### src/rtl/hazard_ctrl.sv
// -----------------------------------------------------------------------------
// hazard_ctrl
//
// Pipeline hazard controller for a 5-stage in-order core. Detects load-use
// hazards (ALU consumer in ID, load in EX) and branch-operand hazards (branch
// compares in ID, so any producer still in EX, or a load in MEM, must drain
// first). A redirect resolved in EX squashes the ID slot and has top priority.
//
// Optional feature: define HAZARD_PERF_EN to build saturating 16-bit stall and
// flush event counters. Without it both counter outputs are constant zero and
// no counter flops exist.
//
// Ports:
//   clk_i            clock
//   rst_n            synchronous active-low reset
//   IFID_RSaddr_i    RS of the instruction in ID
//   IFID_RTaddr_i    RT of the instruction in ID
//   IFID_UsesRT_i    ID instruction reads RT
//   IFID_IsBranch_i  ID instruction is a conditional branch (compares in ID)
//   IDEX_MemRead_i   EX instruction is a load
//   IDEX_RegWrite_i  EX instruction writes a register
//   IDEX_WBaddr_i    destination of the EX instruction
//   EXMEM_MemRead_i  MEM instruction is a load
//   EXMEM_WBaddr_i   destination of the MEM instruction
//   redirect_i       taken branch / jump resolved in EX this cycle
//   PCWrite_o        PC load enable
//   IFIDWrite_o      IF/ID load enable
//   IFIDFlush_o      IF/ID squash
//   IDEXWrite_o      ID/EX load enable (0 = ID/EX loads a control bubble)
//   state_o          current FSM state (RUN=0, STALL=1, FLUSH=2)
//   stall_cnt_o      stall cycles seen (HAZARD_PERF_EN only, else 0)
//   flush_cnt_o      redirect cycles seen (HAZARD_PERF_EN only, else 0)
// -----------------------------------------------------------------------------
module hazard_ctrl (
  input  logic        clk_i,
  input  logic        rst_n,
  input  logic [2:0]  IFID_RSaddr_i,
  input  logic [2:0]  IFID_RTaddr_i,
  input  logic        IFID_UsesRT_i,
  input  logic        IFID_IsBranch_i,
  input  logic        IDEX_MemRead_i,
  input  logic        IDEX_RegWrite_i,
  input  logic [2:0]  IDEX_WBaddr_i,
  input  logic        EXMEM_MemRead_i,
  input  logic [2:0]  EXMEM_WBaddr_i,
  input  logic        redirect_i,
  output logic        PCWrite_o,
  output logic        IFIDWrite_o,
  output logic        IFIDFlush_o,
  output logic        IDEXWrite_o,
  output logic [1:0]  state_o,
  output logic [15:0] stall_cnt_o,
  output logic [15:0] flush_cnt_o
);

  typedef enum logic [1:0] {
    RUN   = 2'd0,
    STALL = 2'd1,
    FLUSH = 2'd2
  } state_t;

  state_t state_q;
  state_t state_d;
  state_t eff_state;

  logic match_idex;
  logic match_exmem;
  logic load_use;
  logic branch_haz;
  logic hazard;

  // Register 0 is hardwired, so a zero destination never creates a hazard.
  function automatic logic match(input logic [2:0] a, input logic [2:0] rs,
                                 input logic [2:0] rt, input logic uses_rt);
    return (a != 3'd0) && ((a == rs) || (uses_rt && (a == rt)));
  endfunction

  always_comb begin
    match_idex  = match(IDEX_WBaddr_i,  IFID_RSaddr_i, IFID_RTaddr_i, IFID_UsesRT_i);
    match_exmem = match(EXMEM_WBaddr_i, IFID_RSaddr_i, IFID_RTaddr_i, IFID_UsesRT_i);
    load_use    = IDEX_MemRead_i && match_idex;
    branch_haz  = IFID_IsBranch_i &&
                  ((IDEX_RegWrite_i && match_idex) || (EXMEM_MemRead_i && match_exmem));
    hazard      = load_use || branch_haz;
  end

  // While reset is held the outputs behave as if the FSM were in RUN.
  assign eff_state = rst_n ? state_q : RUN;

  always_comb begin
    PCWrite_o   = 1'b1;
    IFIDWrite_o = 1'b1;
    IFIDFlush_o = 1'b0;
    IDEXWrite_o = 1'b1;
    state_d     = RUN;
    if (redirect_i) begin
      IFIDFlush_o = 1'b1;
      IDEXWrite_o = 1'b0;
      state_d     = FLUSH;
    end else begin
      case (eff_state)
        // ID holds a squashed slot, so its operands are meaningless.
        FLUSH: state_d = RUN;
        RUN, STALL: begin
          if (hazard) begin
            PCWrite_o   = 1'b0;
            IFIDWrite_o = 1'b0;
            IDEXWrite_o = 1'b0;
            state_d     = STALL;
          end
        end
        default: state_d = RUN;
      endcase
    end
  end

  always_ff @(posedge clk_i) begin
    if (!rst_n) state_q <= RUN;
    else        state_q <= state_d;
  end

  assign state_o = state_q;

`ifdef HAZARD_PERF_EN
  // PCWrite_o is low only in a hazard stall; IFIDFlush_o is high only on a
  // redirect, so the outputs themselves identify the counted events.
  logic [15:0] stall_cnt_q;
  logic [15:0] flush_cnt_q;

  always_ff @(posedge clk_i) begin
    if (!rst_n) begin
      stall_cnt_q <= 16'd0;
      flush_cnt_q <= 16'd0;
    end else begin
      if (!PCWrite_o && (stall_cnt_q != 16'hFFFF)) stall_cnt_q <= stall_cnt_q + 16'd1;
      if (IFIDFlush_o && (flush_cnt_q != 16'hFFFF)) flush_cnt_q <= flush_cnt_q + 16'd1;
    end
  end

  assign stall_cnt_o = stall_cnt_q;
  assign flush_cnt_o = flush_cnt_q;
`else
  assign stall_cnt_o = 16'd0;
  assign flush_cnt_o = 16'd0;
`endif

endmodule

### config.mk
export PLATFORM = sky130hd
export DESIGN_NAME = hazard_ctrl
export DESIGN_NICKNAME = d
export VERILOG_FILES = /design/src/rtl/hazard_ctrl.sv
export SDC_FILE = /design/constraint.sdc
export NUM_CORES = 1
export LEC_CHECK = 0
export CAP_MARGIN = 20
export CORE_MARGIN = 5
export CORE_UTILIZATION = 29
export CTS_CLUSTER_DIAMETER = 50
export DETAILED_ROUTE_END_ITERATION = 12
export PLACE_DENSITY_LB_ADDON = 0.1
export SETUP_SLACK_MARGIN = 0.3
export SYNTH_ARGS = -nofsm -noshare
export SYNTH_HDL_FRONTEND = slang
export SYNTH_SLANG_ARGS = --single-unit
### constraint.sdc
create_clock -name clk_i -period 2.8 [get_ports clk_i]
set_clock_uncertainty 0.15 [all_clocks]
set_input_delay 0.56 -clock clk_i [delete_from_list [all_inputs] [get_ports clk_i]]
set_output_delay 0.56 -clock clk_i [all_outputs]
set_load 0.02 [all_outputs]
-- After elaboration in Yosys (flattened, before gate mapping)
Index checks and enable logic that the tools add are counted.
- register bits after elaboration: 2
- input port bits: 20
- output and inout port bits: 38
- equality and inequality tests: 5
- muxes and demuxes: 9
- bitwise logic cells: 2
- reduce and logical (&&, ||, !) cells: 17
- operators with widths (kind ; count):
    $eq 3x3->1 ; 4
    $logic_and 1x1->1 ; 8
    $mux 1 ; 7
    $reduce_bool 3->1 ; 2
    $logic_or 1x1->1 ; 4
    $mux 2 ; 2
    $reduce_or 3->1 ; 1
    $eq 2x1->1 const B ; 1
    $logic_not 2->1 ; 1
    $not 1->1 ; 2
    $reduce_or 2->1 ; 1

-- Depth between registers and ports, before layout
Gate-level depths: netlist of the first run.
- depth after elaboration: 11
- mapped depth: 5

-- Least setup slack after synthesis of the first run
Ideal clock, no wire load.
- path kind: input -> output
- start: in EXMEM_WBaddr_i[0]
- end: out PCWrite_o
- arrival time: 1.752 ns
- path slack: 0.338 ns
- cell stages on the path: 4
- buffers on the path: 1
- path through: o311ai_1 -> a21oi_1 -> o21ai_0 -> buf_4
- cells in the longest elaborated chain, start to end: 11
- elaborated cells on any way between the ends: 13
- those cells by class: eq/ne (2); mux (3); reduce/logical (8)
- ends and longest elaborated chain (what ; line ; source):
    start, declared ; 45 ; input logic [2:0] EXMEM_WBaddr_i,
    $eq 3x3->1 ; 75 ; return (a != 3'd0) && ((a == rs) || (uses_rt && (a == rt)));
    $logic_and 1x1->1 ; 75 ;
    $logic_or 1x1->1 ; 75 ;
    $logic_and 1x1->1 (*) ; 75 ;
    $logic_and 1x1->1 (*) ; 83 ; ((IDEX_RegWrite_i && match_idex) || (EXMEM_MemRead_i && match_exmem));
    $logic_or 1x1->1 (*) ; 83 ;
    $logic_and 1x1->1 (*) ; 82 ; branch_haz = IFID_IsBranch_i &&
    $logic_or 1x1->1 (*) ; 84 ; hazard = load_use || branch_haz;
    $mux 1 (*) (3 in series) ; n/a ;
    end, declared ; 47 ; output logic PCWrite_o,
Mark *: on every way between the ends. The rest lies on a longest branch, timed or not.

-- Worst setup path in the final report of the first run
- start: in EXMEM_WBaddr_i[1]
- end: out IDEXWrite_o
- cells in the longest elaborated chain, start to end: 11
- elaborated cells on any way between the ends: 13
- those cells by class: eq/ne (2); mux (3); reduce/logical (8)
- ends and longest elaborated chain (what ; line ; source):
    $eq 3x3->1 ; 75 ;
    $logic_and 1x1->1 ; 75 ;
    $logic_or 1x1->1 ; 75 ;
    $logic_and 1x1->1 (*) ; 75 ;
    $logic_and 1x1->1 (*) ; 83 ;
    $logic_or 1x1->1 (*) ; 83 ;
    $logic_and 1x1->1 (*) ; 82 ;
    $logic_or 1x1->1 (*) ; 84 ;
    $mux 1 (*) ; 105 ; if (hazard) begin
    $mux 1 (*) ; 101 ; case (eff_state)
    $mux 1 (*) ; 96 ; if (redirect_i) begin
    end, declared ; 50 ; output logic IDEXWrite_o,
Marked as above.

==> results of run 1 <==
[routing by layer]
metal	global-route usage, %	up-vias	share of wire [%]	wire [µm]
li1	-	217	-	-
met4	5.240	0	0	0
met5	0	-	0	0
met1	8.376	194	30	380
met2	16.32	34	56	698
met3	2.006	0	14	177
[kinds of logic (layout without fill, tap and decap cells)]
logic type | count (synthesis) | after routing | synth area share, %
xor gates and xnor gates | 12 | 12 | 20.44
and+or+nand+nor | 7 | 7 | 8.029
DFF | 2 | 2 | 7.786
other | 1 | 32 | 0.7292
buffers and inverters | 34 | 33 | 49.63
AOI/OAI and AO/OA | 10 | 10 | 13.38
[path summary, 6_finish.rpt]
kind                                               to  cells past startpoint
worst min-delay path            state_o[0]$_SDFF_PP0_                      2
worst max-delay path                      IDEXWrite_o                      7
worst max register to register  state_o[0]$_SDFF_PP0_                      2
worst min register to register  state_o[0]$_SDFF_PP0_                      2
[power by group]
group	switching, W	leakage, nW	total, W	internal, W
logic	0.0000751	0.306	0.000121	0.0000456
clock network	0.0000170	0.0138	0.0000643	0.0000473
registers	0.00000131	0.0164	0.0000312	0.0000299
[repair_timing]
action | in CTS | in global routing
pin swaps | 5 | 1
setup endpoints to repair | 3 | 4
gates resized for setup | 34 | 3
[worst max-delay path, cell delays in order]
cell	delay, ps
dlygate4sd2_1	270
buf_4	150
xnor2_1	160
nand3_2	120
a221oi_2	250
nor3_1	70
buf_2	160
[stage by stage]
| stage | setup WS (ps) | cell area (µm²) |
|---|---|---|
| global route | 261.7 | 730.7 |
| CTS | 317.3 | 723.2 |
| global placement | -285.4 | 694.4 |
| floorplan | 338.0 | 630.6 |
| finish | 336.8 | 730.7 |
| detailed placement | -299.4 | 694.4 |
[cell type report]
| type | instances | area [µm²] | area share, % |
|---|---|---|---|
| sequential | 2 | 40.04 | 5.479 |
| clock buffer | 3 | 22.52 | 3.082 |
| tap | 25 | 31.28 | 4.281 |
| multi-input combinational | 61 | 372.9 | 51.03 |
| timing repair buffer | 30 | 264.0 | 36.13 |
[layout by cell type, fill, tap and decap left out]
cell type         n
a21oi_2           2
clkbuf_4          3
nor3_1            1
clkdlybuf4s50_1   9
nand3_1           1
buf_4             4
o21a_1            1
and2_1            1
dlygate4sd2_1    12
buf_2             3
a221oi_2          2
dlymetal6s2s_1    1
nand3_2           1
xnor2_1          12
conb_1           32
buf_6             1
o31ai_2           1
a21o_1            1
dfxtp_1           2
a21oi_1           1
o21ai_1           1
nand4_1           2
nor3b_1           1
o311ai_2          1
[synthesized netlist by cell type]
master | n | area [µm²]
a21oi_1 | 3 | 15.01
o31ai_1 | 1 | 7.510
and2_1 | 1 | 6.260
buf_4 | 34 | 255.2
nand4_1 | 2 | 12.51
o21ai_0 | 1 | 5.000
nand3_1 | 2 | 10.01
nor3b_1 | 1 | 7.510
dfxtp_1 | 2 | 40.04
a21o_1 | 1 | 7.510
conb_1 | 1 | 3.750
o311ai_1 | 1 | 8.760
o21a_1 | 1 | 7.510
xnor2_1 | 12 | 105.1
nor3_1 | 1 | 5.000
a221oi_1 | 2 | 17.52
==> results.cfg, run 1 <==
[synthesis]
ys_ff_latch = 2
yosys_warnings = 0
ys_types = 16
netlist_area_um2 = 514.2
syn_inst = 66
ys_seq_area_share_pct = 7.786
syn_area_per_cell_um2 = 7.792

[place]
dp.cells = 118
place.gp.congestion = 0.6897
dp.final_hpwl_mm = 1.112
port_buffers = 25

[min_path]
min_path_type = flip-flop to flip-flop
hp-start = state_o[1]$_SDFF_PN0_

[clocking]
cts_tree = yes
clock-root-buffer = clkbuf_4
cts_hold_buf = 0
cts_htree_levels = 1
worstSkewPairLatency_ps = 220
cts_setup_buffers = 0
cts_made_buffers = 3
clk_pin_slew_ps = 30
clk_path_buf_depth = 2
cts_sinks = 2

[sta]
period_needed_ps = 2463
setup_viol = 0
finalCritPeriodShare_pct = 87.97
max_freq_mhz = 406.0
maxSlewViolCount = 0
hold_ws_ps = 500.6
finalHoldViolCount = 0
fin_setup_tns_ps = 0
grt_setup_unrepaired = yes

[cells_and_area]
syn2layout_area_growth_pct = 42.09
insertedDiodeCount = 0
largest_reg_flops = 2
fin_cells = 121
drive_gt1_share_pct = 18.75
fin_util_pct = 42.78
fillCellCount = 194
nNetsFinal = 118

[power]
p_leak_nw = 0.3358
finalPower_w = 0.0002163
power.density_nw_per_um2 = 296.0
ir_drop_v = 0.00009831

[critical_path]
start_kind = input port
worstPathRequired_ps = 2090
r2r-start = state_o[1]$_SDFF_PN0_
critical_path.startpoint = EXMEM_WBaddr_i[1]
setup.worst_path.end_class = primary output
critical_path_arrival_ps = 1750
rrSetupSlack_ps = 1890
crit_type = input port to primary output
cp_max_fo = 3

[routing]
ant_nets = 0
vias = 445
drtIter0Drc = 0
drt_first_pass_iters = 1
wl_mm = 1.255
viasPerCell = 3.678
post_drt_wl_per_cell_um = 10.37
drc = 0

[status]
status = completed

[die]
start_util_pct = 30.11
die-width_um = 52.11
fp.dieH_um = 52.11
core_area_um2 = 1708
fp.dieArea_um2 = 2715
io_pins = 58
rows = 15

[global_routing]
gr-total-overflow = 0
grt_usage_pct = 8.675
antenna_found_initial = 0
grt_pass1_wl_mm = 1.704
grt_pass1_vias = 434
grt_max_degree = 6

[job]
max-cap-violations = 0
No activity file was read; power rests on OpenSTA's default activity.
==> run 2, diff against run 1 <==
--- a/config.mk
+++ b/config.mk
@@ -5,7 +5,7 @@
 export SDC_FILE = /design/constraint.sdc
 export NUM_CORES = 1
 export LEC_CHECK = 0
-export CAP_MARGIN = 20
+export CAP_MARGIN = 15
 export CORE_MARGIN = 5
 export CORE_UTILIZATION = 29
 export CTS_CLUSTER_DIAMETER = 50
==> results of run 2 <==
The final DEF is identical to that of run 1; final timing and power are the same.
